--- src/rtl/argmax_sequencer.sv ---
// argmax_sequencer: serial argmax back-end for the output layer.
// Takes N_CLASSES scores (class 0 first) over a valid/ready stream, keeps a
// running maximum and its index, then presents the winning index with a
// valid/ready result handshake. Ties keep the lowest index.
//
// Ports:
//   clk        rising-edge clock
//   rst        synchronous reset, active-high
//   start      pulse: begin a new frame (honoured in IDLE, or in DONE with res_ready)
//   in_valid   score on in_data is valid
//   in_data    score of the current class
//   in_ready   sequencer accepts a score this cycle (COLLECT)
//   res_valid  max_value holds the frame result
//   res_ready  consumer accepts the result
//   max_value  index of the largest score
//   busy       frame in progress (COLLECT or DONE)
//
// Configuration macro: ARGMAX_SIGNED_EN -- when defined, scores are compared as
// two's-complement signed values; otherwise the compare is unsigned.
module argmax_sequencer #(
   parameter int unsigned N_CLASSES = 10,
   parameter int unsigned DATA_W    = 8,
   parameter int unsigned IDX_W     = 4
) (
   input  logic              clk,
   input  logic              rst,
   input  logic              start,
   input  logic              in_valid,
   input  logic [DATA_W-1:0] in_data,
   output logic              in_ready,
   output logic              res_valid,
   input  logic              res_ready,
   output logic [IDX_W-1:0]  max_value,
   output logic              busy
);

   localparam logic [IDX_W-1:0] LAST_IDX = IDX_W'(N_CLASSES - 1);

   typedef enum logic [1:0] {IDLE, COLLECT, DONE} state_t;

   state_t            state;
   logic [IDX_W-1:0]  cnt;
   logic [DATA_W-1:0] best;
   logic              accept;
   logic              gt;

   assign accept = in_valid & in_ready;

   // Strict greater-than so equal scores never displace an earlier index.
`ifdef ARGMAX_SIGNED_EN
   assign gt = $signed(in_data) > $signed(best);
`else
   assign gt = in_data > best;
`endif

   // FSM with registered handshake/status outputs updated on each transition.
   always_ff @(posedge clk) begin
      if (rst) begin
         state     <= IDLE;
         cnt       <= '0;
         best      <= '0;
         max_value <= '0;
         in_ready  <= 1'b0;
         res_valid <= 1'b0;
         busy      <= 1'b0;
      end else begin
         case (state)
            IDLE: begin
               if (start) begin
                  state    <= COLLECT;
                  cnt      <= '0;
                  in_ready <= 1'b1;
                  busy     <= 1'b1;
               end
            end

            COLLECT: begin
               if (accept) begin
                  // First score of a frame seeds the running maximum.
                  if (cnt == '0) begin
                     best      <= in_data;
                     max_value <= '0;
                  end else if (gt) begin
                     best      <= in_data;
                     max_value <= cnt;
                  end
                  if (cnt == LAST_IDX) begin
                     state     <= DONE;
                     cnt       <= '0;
                     in_ready  <= 1'b0;
                     res_valid <= 1'b1;
                  end else begin
                     cnt <= cnt + IDX_W'(1);
                  end
               end
            end

            DONE: begin
               // Result held until consumed; start only counts alongside res_ready.
               if (res_ready) begin
                  res_valid <= 1'b0;
                  if (start) begin
                     state    <= COLLECT;
                     cnt      <= '0;
                     in_ready <= 1'b1;
                  end else begin
                     state <= IDLE;
                     busy  <= 1'b0;
                  end
               end
            end

            default: begin
               state     <= IDLE;
               cnt       <= '0;
               in_ready  <= 1'b0;
               res_valid <= 1'b0;
               busy      <= 1'b0;
            end
         endcase
      end
   end

endmodule
--- config.mk ---
export PLATFORM = sky130hd
export DESIGN_NAME = argmax_sequencer
export DESIGN_NICKNAME = d
export VERILOG_FILES = /design/src/rtl/argmax_sequencer.sv
export SDC_FILE = /design/constraint.sdc
export NUM_CORES = 1
export LEC_CHECK = 0
export ABC_AREA = 0
export BUFFER_PORTS_ARGS = -buffer_cell sky130_fd_sc_hd__buf_2
export CORE_MARGIN = 8
export CORE_UTILIZATION = 50
export DETAILED_ROUTE_END_ITERATION = 6
export HOLD_SLACK_MARGIN = 0.03
export PLACE_DENSITY_LB_ADDON = 0.2
export RECOVER_POWER = 25
export REMOVE_ABC_BUFFERS = 1
export SYNTH_ARGS = -nofsm -noshare
export SYNTH_HDL_FRONTEND = slang
export SYNTH_SLANG_ARGS = --single-unit
--- constraint.sdc ---
create_clock -name clk -period 2.12 [get_ports clk]
set_clock_uncertainty 0.05 [all_clocks]
set_input_delay 0.424 -clock clk [delete_from_list [all_inputs] [get_ports clk]]
set_output_delay 0.424 -clock clk [all_outputs]
set_load 0.005 [all_outputs]
==> impl_metrics.py, run 1 <==
metrics = {
    "power_and_ir_drop": {
        "fin_total_pwr_w": 0.0007369,
        "power_density_nw_per_um2": 533.0,
        "irDropWorstVdd_mv": 0.3979,
        "p_leak_nw": 0.5212,
    },
    "yosys": {
        "postSynthAreaPerCell_um2": 8.884,
        "muxShareOfSynthArea_pct": 8.105,
        "synth-simple-area-share_pct": 25.03,
        "synth_cells": 139,
        "syn_area_um2": 1235,
        "ys.flop_type": "dfxtp_1",
        "synth_top_area_share_pct": 34.04,
        "ys_seq_area_share_pct": 34.04,
        "synth_compound_area_share_pct": 14.39,
        "ys_seq_elements": 21,
        "synth_async_sr_flop_share_pct": 0,
        "synth_top_family_by_area": "simple AND/OR/NAND/NOR gates",
        "yosysWarnings": 0,
        "synthXorXnorAreaFrac_pct": 2.128,
        "synthTopCellsByArea": "dfxtp_1 34%, nand2b_1 12%, ha_1 11%, mux2i_1 8.1%, a21oi_1 4.9%",
        "yosys.area_share.adder_pct": 11.14,
        "ys_types": 33,
        "synth-edff-count": 0,
        "yosysTopAreaCell": "dfxtp_1",
    },
    "placed_design": {
        "gp_congestion": 0.8549,
        "port_buffers": 19,
        "hpwlAfterDp_mm": 1.795,
        "pre_cts_ws_ns": 0.1681,
        "placed_area_um2": 1360,
    },
    "floorplanning": {
        "die_y_um": 65.70,
        "io_pins": 20,
        "design.core.area_um2": 2410,
        "die_w_um": 65.70,
        "rows": 18,
        "die_area_um2": 4316,
        "start_util_pct": 51.25,
    },
    "timing": {
        "rsz0062_at_grt": "false",
        "fin_crit_ns": 1.774,
        "period_share_pct": 83.69,
        "hold_violations": 0,
        "finalSetupViolations": 0,
        "slew_headroom_pct": 72.03,
        "worst_pin_slew_ns": 0.4151,
        "slew_violations": 0,
        "worst_slack_ns": 0.3458,
        "finalSetupTns_ns": 0,
        "fmax_mhz": 563.6,
    },
    "grt": {
        "antenna_found_initial": 0,
        "grt_start_max_net_pins": 31,
        "overflow": 0,
        "grt_pass1_wl_mm": 4.236,
        "grt_pass1_vias": 965,
        "track_usage_pct": 11.93,
    },
    "clocking": {
        "cts.repair.resized": 0,
        "clk_latency_ns": 0.30,
        "clock-sinks": 21,
        "cts_made_buffers": 3,
        "cts_hold_buffers": 0,
        "cts_setup_buffers": 0,
        "htree_levels": 1,
        "cts_root_buf": "clkbuf_4",
        "tritoncts": "done",
        "clk_path_buf_depth": 2,
        "clk_pin_slew_ns": 0.12,
    },
    "cells_and_area": {
        "multi_input_area_um2": 750.7,
        "antenna_cells": 0,
        "drive_gt1_share_pct": 16.25,
        "design_area_um2": 1383,
        "seq_area_um2": 420.4,
        "fillerInstances": 224,
        "most-common-layout-cells": "23 x nand2b_1, 21 x dfxtp_1, 15 x buf_2",
        "area_growth_pct": 11.96,
        "num-nets-final": 185,
        "utilization_pct": 57.37,
        "final_common_cell": "nand2b_1",
    },
    "routing": {
        "firstDrtPassIters": 4,
        "ant_nets": 0,
        "drc": 0,
        "first_iter_violations": 23,
        "wirelength_mm": 2.315,
        "routedWlPerCell_um": 12.18,
        "drt-vias-per-instance": 5.142,
        "dr_total_vias": 977,
    },
    "critical_path": {
        "r2r_slack_ns": 0.35,
        "cp.arrival_ns": 1.96,
        "worstPathMaxFanout": 8,
        "worstSetupEndpointType": "flop",
        "start_kind": "flop",
        "criticalPathCategory": "reg -> reg",
        "required_ns": 2.31,
    },
    "min_path": {
        "hp-class": "in -> reg",
    },
    "run": {
        "max_cap_violations": 0,
    },
    "status": {
        "outcome": "finished clean",
    },
}
power breakdown:
part | internal, W | switching (W)
clock | 0.0000703 | 0.000127
sequential | 0.000407 | 0.0000129
combinational | 0.0000585 | 0.0000615
total | 0.000536 | 0.000201
path summary, 6_finish.rpt:
check | start | end | cells past startpoint
setup / recovery | best[7] | best[6] | 7
hold / removal | in_data[0] | best[0] | 3
setup reg to reg | best[7] | best[6] | 7
hold reg to reg | best[4] | best[4] | 2
flip-flops by register name, summed over array words and instances, names as in the netlist:
register / count
in_ready: 1
busy: 1
max_value: 4
res_valid: 1
best: 8
state: 2
cnt: 4
layer usage:
layer	part of all wire (%)	vias up	GRT usage, %
li1	-	514	-
met1	50	444	14.72
met2	46	17	19.12
met3	3.5	2	3.061
met4	0.65	0	4.905
met5	0	-	0
stage by stage:
stage	cells	hold WS (ns)
after CTS	190	0.3141
after global placement	186	0.4083
after global routing	190	0.3096
after floorplan	135	0.3980
final	190	0.3286
after detailed placement	186	0.4078
Yosys cell counts (2+ instances only):
cell type,count
nand2b_1,23
dfxtp_1,21
a21oi_1,12
ha_1,11
inv_1,11
mux2i_1,10
nor2_1,9
nand2_1,6
clkbuf_1,3
nand3b_1,3
xnor2_1,3
a21o_1,2
nand3_1,2
nand4_1,2
o21ai_0,2
o32ai_1,2
critical path, cell delays in order (launching register included):
cell and delay [ns]:
dfxtp_1 0.35, inv_1 0.04, ha_1 0.29, nand4_1 0.19
a21o_1 0.22, a21oi_2 0.14, buf_4 0.22, mux2i_1 0.21
logic make-up (layout without fill, tap and decap cells):
kind of cell,count (synthesis),count (layout)
AND/OR/NAND/NOR,53,53
XOR/XNOR,3,3
flip-flops,21,21
AO/OA/AOI/OAI,26,26
multiplexers,10,10
buffers and inverters,15,36
adder cells (fa/ha/maj),11,11
area by class of cell:
| type | count | share of cell area, % |
|---|---|---|
| clock inverter | 1 | 0.3620 |
| tap | 30 | 2.715 |
| inverter | 11 | 2.986 |
| clock buffer | 3 | 1.629 |
| timing repair buffer | 21 | 7.602 |
| sequential | 21 | 30.41 |
| multi-input combinational | 103 | 54.30 |
(Power assumes the default switching activity.)
==> run 2: changes to the inputs <==
--- a/config.mk
+++ b/config.mk
@@ -8,7 +8,7 @@
 export ABC_AREA = 0
 export BUFFER_PORTS_ARGS = -buffer_cell sky130_fd_sc_hd__buf_2
 export CORE_MARGIN = 8
-export CORE_UTILIZATION = 50
+export CORE_UTILIZATION = 49
 export DETAILED_ROUTE_END_ITERATION = 6
 export HOLD_SLACK_MARGIN = 0.03
 export PLACE_DENSITY_LB_ADDON = 0.2
==> constraint.sdc (replaced) <==
create_clock -name clk -period 1.5 [get_ports clk]
set_clock_uncertainty 0.05 [all_clocks]
set_input_delay 0.3 -clock clk [delete_from_list [all_inputs] [get_ports clk]]
set_output_delay 0.3 -clock clk [all_outputs]
set_load 0.005 [all_outputs]
==> impl_metrics.py, run 2 (same netlist as run 1, synthesis figures left out) <==
metrics = {
    "status": {
        "outcome": "finished with violations",
        "violations": "setup timing",
    },
    "floorplanning": {
        "die_y_um": 66.20,
        "design.core.area_um2": 2432,
        "io_pins": 20,
        "start_util_pct": 50.77,
        "die_w_um": 66.20,
        "rows": 18,
        "die_area_um2": 4382,
    },
    "grt": {
        "grt_start_max_net_pins": 31,
        "track_usage_pct": 12.46,
        "antenna_found_initial": 0,
        "overflow": 0,
        "grt_pass1_wl_mm": 4.395,
        "grt_pass1_vias": 1072,
    },
    "clocking": {
        "clock-sinks": 21,
        "cts_root_buf": "clkbuf_4",
        "tritoncts": "done",
        "clk_path_buf_depth": 2,
        "clk_pin_slew_ns": 0.12,
        "cts_made_buffers": 3,
        "clk_latency_ns": 0.31,
        "htree_levels": 1,
    },
    "routing": {
        "drt-vias-per-instance": 5.141,
        "firstDrtPassIters": 4,
        "ant_nets": 0,
        "drc": 0,
        "routedWlPerCell_um": 13.16,
        "dr_total_vias": 1059,
        "first_iter_violations": 52,
        "wirelength_mm": 2.711,
    },
    "timing": {
        "rsz0062_at_grt": "true",
        "slew_violations": 0,
        "period_share_pct": 117.0,
        "finalSetupViolations": 12,
        "slew_headroom_pct": 68.89,
        "hold_violations": 0,
        "worst_slack_ns": -0.2547,
        "fmax_mhz": 569.9,
        "fin_crit_ns": 1.755,
        "worst_pin_slew_ns": 0.4666,
    },
    "critical_path": {
        "cp.arrival_ns": 1.95,
        "rr_endpoint": "max_value[2]",
        "criticalPathCategory": "reg -> reg",
        "reg2reg_from": "best[5]",
        "required_ns": 1.70,
        "worstPathMaxFanout": 6,
        "r2r_slack_ns": -0.25,
        "ff2ff_path_depth": 7,
        "worstSetupEndpointType": "flop",
        "start_kind": "flop",
    },
    "cells_and_area": {
        "drive_gt1_share_pct": 39.77,
        "largest_register_ff_count": 8,
        "largestRegisters": "best: 8 flops, cnt: 4 flops, max_value: 4 flops",
        "final_common_cell": "nand2b_1",
        "largest_register": "best",
        "fillerInstances": 195,
        "most-common-layout-cells": "23 x nand2b_1, 17 x buf_2, 13 x dfxtp_1, 13 x buf_4",
        "num-nets-final": 201,
        "finalNonFillerCells": 206,
        "area_growth_pct": 35.26,
        "design_area_um2": 1670,
        "antenna_cells": 0,
    },
    "placed_design": {
        "dp_cells": 198,
        "pre_cts_ws_ns": -0.3514,
        "gp_congestion": 0.8166,
        "placed_area_um2": 1450,
        "port_buffers": 19,
        "hpwlAfterDp_mm": 1.921,
    },
    "min_path": {
        "min_from": "in_data[0]",
        "hold_depth": 3,
        "hp-class": "in -> reg",
        "min_to": "best[0]",
    },
    "run": {
        "max_cap_violations": 0,
    },
    "power_and_ir_drop": {
        "power_density_nw_per_um2": 669.0,
        "p_leak_nw": 0.6305,
        "fin_total_pwr_w": 0.001117,
        "irDropWorstVdd_mv": 0.5132,
    },
}
run 2: area by class of cell:
cell class	count	area (um^2)	share of cell area (%)
Sequential cell	21	430.4	25.77
Tap cell	30	37.54	2.247
Timing Repair Buffer	37	239.0	14.31
Clock buffer	3	22.52	1.348
Clock inverter	1	5.005	0.2996
Multi-Input combinational cell	103	894.6	53.56
Inverter	11	41.29	2.472
run 2: what timing repair did:
action	4_1_cts	5_1_grt
pin swaps	7	10
endpoints found under the setup margin	13	17
setup buffers	1	4
hold buffers	0	0
resized for setup	19	20
run 2: worst max-delay path, stage by stage, from the launching register on:
cell and delay, ns:
dfxtp_2 0.35, inv_2 0.04, ha_4 0.25, nand4_1 0.22
a21o_1 0.23, a21oi_2 0.18, buf_6 0.17, mux2i_1 0.19
run 2: stage by stage:
stage | hold slack [ns] | setup TNS, ns | utilization (%)
2_1_floorplan | 0.3191 | -4.384 | -
3_3_place_gp | 0.4088 | -2.552 | 59.62
3_5_place_dp | 0.4144 | -3.780 | 59.62
4_1_cts | 0.1937 | -2.651 | 64.45
5_1_grt | 0.2042 | -4.104 | 68.67
6_report | 0.1987 | -2.756 | 68.67
run 2: worst max path at each step:
stage | start | end | slack (ns) | depth (start not counted)
after global placement | in_data[7] | max_value[1] | -0.22 | 7
after CTS | best[5] | best[3] | -0.25 | 7
after global routing | best[1] | best[4] | -0.36 | 8
after detailed placement | in_data[7] | max_value[0] | -0.35 | 7
after floorplan | best[1] | best[0] | -0.37 | 7
final | best[5] | max_value[2] | -0.25 | 7
run 2: power by group:
| part | internal (W) | leakage (nW) | switching (W) | total [W] |
|---|---|---|---|---|
| clock network | 0.0000998 | 0.0177 | 0.000186 | 0.000286 |
| logic | 0.000121 | 0.439 | 0.000119 | 0.000241 |
| registers | 0.000577 | 0.174 | 0.0000139 | 0.000591 |
run 2: routing by layer:
metal,up-vias,share of wire (%),global-route usage (%)
met5,-,0,0
met4,0,1.5,5.333
met3,5,4.0,2.542
met2,17,45,19.30
met1,489,50,16.21
li1,548,-,-
